==> config.mk <==
export PLATFORM = sky130hd
export DESIGN_NAME = fetch_stage
export DESIGN_NICKNAME = d
export VERILOG_FILES = /design/src/rtl/fetch_stage_pkg.sv /design/src/rtl/if_id_reg.sv /design/src/rtl/fetch_stage.sv
export SDC_FILE = /design/constraint.sdc
export NUM_CORES = 1
export LEC_CHECK = 0
export CORE_MARGIN = 3
export CORE_UTILIZATION = 54
export CTS_CLUSTER_SIZE = 8
export DETAILED_ROUTE_END_ITERATION = 8
export PLACE_DENSITY = 0.95
export REMOVE_ABC_BUFFERS = 1
export SYNTH_ARGS = -nofsm -noshare
export SYNTH_HDL_FRONTEND = slang
export SYNTH_SLANG_ARGS = --single-unit
export TNS_END_PERCENT = 10
==> constraint.sdc <==
create_clock -name clk -period 4.7 [get_ports clk]
set_input_delay 0.705 -clock clk [delete_from_list [all_inputs] [get_ports clk]]
set_output_delay 0.705 -clock clk [all_outputs]
set_load 0.02 [all_outputs]
==> src/rtl/fetch_stage_pkg.sv <==
// Shared types and constants for the fetch stage and its IF/ID register.
// FETCH_MISALIGN_CHECK_EN adds a misalign flag to the IF/ID payload.
package fetch_stage_pkg;

  localparam int unsigned XLEN = 32;
  localparam logic [XLEN-1:0] NOP_INSTR = 32'h0000_0013;

  typedef enum logic [1:0] {
    REQ  = 2'd0,
    WAIT = 2'd1,
    HOLD = 2'd2,
    KILL = 2'd3
  } fetch_state_e;

  typedef struct packed {
    logic [XLEN-1:0] instr;
    logic [XLEN-1:0] pc;
    logic [XLEN-1:0] pc4;
    logic            valid;
`ifdef FETCH_MISALIGN_CHECK_EN
    logic            misalign;
`endif
  } if_id_t;

  function automatic logic [XLEN-1:0] pc_plus4(input logic [XLEN-1:0] pc);
    return pc + XLEN'(4);
  endfunction

endpackage

==> src/rtl/if_id_reg.sv <==
// IF/ID pipeline register: flush > stall > load > bubble; bubbles keep the old PC fields.
// FETCH_MISALIGN_CHECK_EN: bubbles also clear the misalign flag.
module if_id_reg import fetch_stage_pkg::*; #(
  parameter logic [XLEN-1:0] NOP_INSTR = fetch_stage_pkg::NOP_INSTR
) (
  input  logic   clk,
  input  logic   reset,
  input  logic   stall,
  input  logic   flush,
  input  logic   load,
  input  if_id_t d,
  output if_id_t q
);

  if_id_t q_n;

  always_comb begin
    q_n = q;
    if (flush || !stall) begin
      if (load && !flush) begin
        q_n = d;
      end else begin
        q_n.instr = NOP_INSTR;
        q_n.valid = 1'b0;
`ifdef FETCH_MISALIGN_CHECK_EN
        q_n.misalign = 1'b0;
`endif
      end
    end
  end

  always_ff @(posedge clk or negedge reset) begin
    if (!reset) begin
      q       <= '0;
      q.instr <= NOP_INSTR;
    end else begin
      q <= q_n;
    end
  end

endmodule

==> src/rtl/fetch_stage.sv <==
// IF stage: owns the PC, drives a single-outstanding imem request, feeds IF/ID.
// FETCH_MISALIGN_CHECK_EN: misaligned redirect targets raise InstrMisalignD instead of fetching.
module fetch_stage import fetch_stage_pkg::*; #(
  parameter logic [XLEN-1:0] RESET_PC  = 32'h0000_0000,
  parameter logic [XLEN-1:0] NOP_INSTR = fetch_stage_pkg::NOP_INSTR
) (
  input  logic            clk,
  input  logic            reset,
  input  logic            StallD,
  input  logic            PCSrcE,
  input  logic [XLEN-1:0] PCTargetE,
  output logic            imem_req,
  output logic [XLEN-1:0] imem_addr,
  input  logic            imem_ready,
  input  logic            imem_rvalid,
  input  logic [XLEN-1:0] imem_rdata,
  output logic [XLEN-1:0] InstrD,
  output logic [XLEN-1:0] PCD,
  output logic [XLEN-1:0] PCPlus4D,
  output logic            ValidD,
`ifdef FETCH_MISALIGN_CHECK_EN
  output logic            InstrMisalignD,
`endif
  output logic [XLEN-1:0] PCF
);

  fetch_state_e    state, state_n;
  logic [XLEN-1:0] pcf, pcf_n;
  logic [XLEN-1:0] pc_inflight, pc_inflight_n;
  logic [XLEN-1:0] hold_instr, hold_instr_n;
  logic            issue_en;
  logic [XLEN-1:0] issue_addr;
  logic            id_flush, id_load;
  if_id_t          id_d, id_q;
  logic            tgt_bad, req_lock;

`ifdef FETCH_MISALIGN_CHECK_EN
  // Lock parks fetch in REQ after a bad target; pending marks the IF/ID load still owed.
  logic lock_q, lock_n, pend_q, pend_n;

  assign tgt_bad        = PCTargetE[1:0] != 2'b00;
  assign req_lock       = lock_q;
  assign InstrMisalignD = id_q.misalign;

  always_ff @(posedge clk or negedge reset) begin
    if (!reset) begin
      lock_q <= 1'b0;
      pend_q <= 1'b0;
    end else begin
      lock_q <= lock_n;
      pend_q <= pend_n;
    end
  end
`else
  assign tgt_bad  = 1'b0;
  assign req_lock = 1'b0;
`endif

  always_ff @(posedge clk or negedge reset) begin
    if (!reset) begin
      state       <= REQ;
      pcf         <= RESET_PC;
      pc_inflight <= RESET_PC;
      hold_instr  <= NOP_INSTR;
    end else begin
      state       <= state_n;
      pcf         <= pcf_n;
      pc_inflight <= pc_inflight_n;
      hold_instr  <= hold_instr_n;
    end
  end

  // Next-state, request and IF/ID control; redirect outranks stall and responses.
  always_comb begin
    state_n       = state;
    pcf_n         = pcf;
    pc_inflight_n = pc_inflight;
    hold_instr_n  = hold_instr;
    issue_en      = 1'b0;
    issue_addr    = pcf;
    id_flush      = 1'b0;
    id_load       = 1'b0;
    id_d          = '0;
    id_d.instr    = NOP_INSTR;
`ifdef FETCH_MISALIGN_CHECK_EN
    lock_n        = lock_q;
    pend_n        = pend_q;
`endif

    if (PCSrcE) begin
      id_flush = 1'b1;
      pcf_n    = PCTargetE;
`ifdef FETCH_MISALIGN_CHECK_EN
      lock_n   = tgt_bad;
      pend_n   = tgt_bad;
`endif
      if ((state == WAIT || state == KILL) && !imem_rvalid) begin
        state_n = KILL;
      end else if (state == KILL) begin
        state_n = REQ;
      end else begin
        state_n    = REQ;
        issue_en   = !tgt_bad;
        issue_addr = PCTargetE;
      end
    end else begin
      case (state)
        REQ: begin
          issue_en   = !req_lock;
          issue_addr = pcf;
        end
        WAIT: begin
          if (imem_rvalid) begin
            if (!StallD) begin
              id_load    = 1'b1;
              id_d.instr = imem_rdata;
              id_d.pc    = pc_inflight;
              id_d.pc4   = pc_plus4(pc_inflight);
              id_d.valid = 1'b1;
              issue_en   = 1'b1;
              issue_addr = pc_plus4(pc_inflight);
            end else begin
              hold_instr_n = imem_rdata;
              state_n      = HOLD;
            end
          end
        end
        HOLD: begin
          if (!StallD) begin
            id_load    = 1'b1;
            id_d.instr = hold_instr;
            id_d.pc    = pc_inflight;
            id_d.pc4   = pc_plus4(pc_inflight);
            id_d.valid = 1'b1;
            issue_en   = 1'b1;
            issue_addr = pc_plus4(pc_inflight);
          end
        end
        KILL: begin
          if (imem_rvalid) state_n = REQ;
        end
      endcase
`ifdef FETCH_MISALIGN_CHECK_EN
      if (pend_q && !StallD) begin
        id_load       = 1'b1;
        id_d.instr    = NOP_INSTR;
        id_d.pc       = pcf;
        id_d.pc4      = pc_plus4(pcf);
        id_d.valid    = 1'b0;
        id_d.misalign = 1'b1;
        pend_n        = 1'b0;
      end
`endif
    end

    if (issue_en) begin
      if (imem_ready) begin
        pc_inflight_n = issue_addr;
        state_n       = WAIT;
      end else begin
        pcf_n   = issue_addr;
        state_n = REQ;
      end
    end
  end

  assign imem_req  = issue_en & reset;
  assign imem_addr = issue_addr;
  assign PCF       = pcf;
  assign InstrD    = id_q.instr;
  assign PCD       = id_q.pc;
  assign PCPlus4D  = id_q.pc4;
  assign ValidD    = id_q.valid;

  if_id_reg #(
    .NOP_INSTR(NOP_INSTR)
  ) u_if_id (
    .clk  (clk),
    .reset(reset),
    .stall(StallD),
    .flush(id_flush),
    .load (id_load),
    .d    (id_d),
    .q    (id_q)
  );

endmodule
==> run summary <==
status = complete, no violations
Gate Count Post-Synth = 1027
vias in the first global route = 8913
vias = 8880
leakage power = 5.595 nW
Hold Buf Count CTS = 0
prevailing post-synth register cell = dfrtp_1
Total Power = 0.008373 W
post-route insts no fill = 1463
max_slew headroom = 13.70%
Root Buffer = clkbuf_16
TritonCTS clock tree = built
RSZ-0062 raised after global routing = no
GP Congestion = 0.8885
most common cell after layout, fill and taps aside = nand2_1
Post-CTS Resized = 0
Worst-Margin Slew = 1289 ps
CP Capture Type = output port
Post-DRT Antenna Nets = 0
first-pass GRT wire length = 47080 um
clock latency on the worst-skew pair = 430 ps
row cnt = 48
n_diodes = 0
ys async rst share = 100.0%
P per Cell Area = 658.9 mW/mm^2
DRC = 0
CP Launch Point = StallD
Clock H-tree levels = 4
initial antenna violation count = 1
I/O pin cnt = 232
most frequent cells in the layout = nand2_1 (231), clkdlybuf4s50_1 (229), dfrtp_1 (187)
chip height = 139.6 um
Longest Clk Path Bufs = 2
die width = 139.6 um
DP Area = 0.01213 sq mm
flops & latches, synth = 193
Final min period = 4269 ps
Yosys cell types = 63
Worst R2R Start = state[1]
GRT Util Overall = 29.92%
worst hold path type = input pin to asynchronous set/reset pin
vias per cell = 6.070
total grt overflow = 0
layout cells sized above 1 = 10.82%
Yosys top cell by area = dfrtp_1
nets = 1300
endpoints failing hold = 0
crit path DAT = 3560 ps
design area = 0.01271 sq mm
Initial Util = 55.51%
Seq/Total Area, Yosys = 50.20%
CP max FO = 34
CTS Buf Count = 17
largest net degree at the start of global routing = 71
critical path required time = 3990 ps
Setup CP Type = input pin to output port
drt wl/cell = 20.01 um
DP HPWL = 19580 um
DR iter-0 viols = 770
clk sinks = 193
Area growth syn-to-layout = 31.88%
Detailed Route WL = 29270 um
Syn Area/Cell = 9.382 sq um
Worst VDD drop = 418.8 uV
Setup Skew = 10.90 ps
Slew Viols, Final = 0
top cell type's share of synthesized area = 48.57%
CORE AREA = 0.01736 sq mm
final cycle utilization of the critical path = 90.83%
CP startpoint kind = input pin
Post-synth EDFFs = 0
Post-Place Cells = 1431
max_cap viols = 0
ranking of synthesized cells by area = dfrtp_1 (49%), nand2_1 (9.0%), mux2_2 (5.6%), o21ai_0 (4.3%), a22oi_1 (3.0%)
TritonRoute pass-1 iters = 5
IO Port Bufs = 231
yosys warns = 0
clock slew seen by the registers of the worst setup and hold paths = 60 ps
setup violators final = 0
Mapped Area = 0.009635 sq mm
Die Area = 0.01948 sq mm
post-CTS setup buffers = 0
fmax = 234.2 MHz
==> worst paths after layout <==
kind	to	slack, ps	depth (start not counted)
setup / recovery	imem_addr[18]	430	9
hold / removal	u_if_id.q[74]	270	1
hold reg to reg	u_if_id.q[32]	480	2
setup reg to reg	pc_inflight[24]	1360	9
min in group clk	u_if_id.q[32]	480	2
max in group asynchronous	u_if_id.q[45]	3130	2
==> final cells by class <==
class | count | area, sq um
clock inverter | 12 | 120.1
inverter | 32 | 120.1
timing repair buffer | 254 | 2484
clock buffer | 20 | 456.7
fill | 1223 | 4649
sequential | 193 | 4837
tap | 225 | 281.5
multi-input combinational | 727 | 4408
==> cell usage after synthesis, drive strengths merged, types with 7 or more instances <==
cell type / count
clkbuf: 51
buf: 24
a21oi: 51
nand4: 13
xnor2: 12
a21o: 7
nor2: 46
mux2: 49
a22oi: 38
mux2i: 26
dfrtp: 187
nand3: 14
xor2: 12
a211oi: 21
nand2: 232
inv: 32
o21ai: 84
nor2b: 25
a221oi: 9
==> metrics by stage <==
step	TNS (ps)	setup slack (ps)	hold WS (ps)	util (%)
after floorplan	-8758	-1032	409.4	-
after global placement	0	595.9	459.5	69.89
after detailed placement	0	485.6	463.8	69.89
after CTS	0	467.7	279.6	73.21
after global routing	0	211.6	291.6	73.21
final	0	430.9	265.2	73.21
==> cells by family (layout without fill, tap and decap cells) <==
group	Yosys count	count (layout)	share of synthesized area (%)
xor+xnor	24	24	2.182
compound gates	257	257	17.13
buf+inv	107	318	4.558
simple gates	366	366	16.82
mux	75	75	8.466
flops	193	193	50.20
fa+ha+maj	5	5	0.6493
==> routing by layer <==
layer | wire [um] | vias to the layer above | part of all wire (%) | global-route usage [%]
met5 | 13 | - | 0.044 | 0
li1 | - | 3967 | - | -
met4 | 996 | 2 | 3.4 | 12.85
met1 | 11460 | 4284 | 39 | 38.29
met2 | 13990 | 538 | 48 | 48.98
met3 | 2806 | 89 | 9.6 | 7.148
==> critical path, stage by stage <==
cell	delay (ps)
clkdlybuf4s50_1	660
or2_2	440
nor2_1	110
buf_4	170
nand2_4	240
a21oi_1	260
o22a_1	220
nand2b_1	130
clkdlybuf4s50_1	610
==> state kept, by name (all words and copies together) (netlist names) <==
signal,count
pc_inflight,32
state,2
u_if_id.q,95
hold_instr,32
PCF,32
==> power by group <==
| part | internal, W | total (W) | switching (W) |
|---|---|---|---|
| clock | 0.000769 | 0.00143 | 0.000660 |
| sequential | 0.00230 | 0.00290 | 0.000604 |
| combinational | 0.00180 | 0.00404 | 0.00225 |
Note: power is estimated with default switching activity, not from simulation.
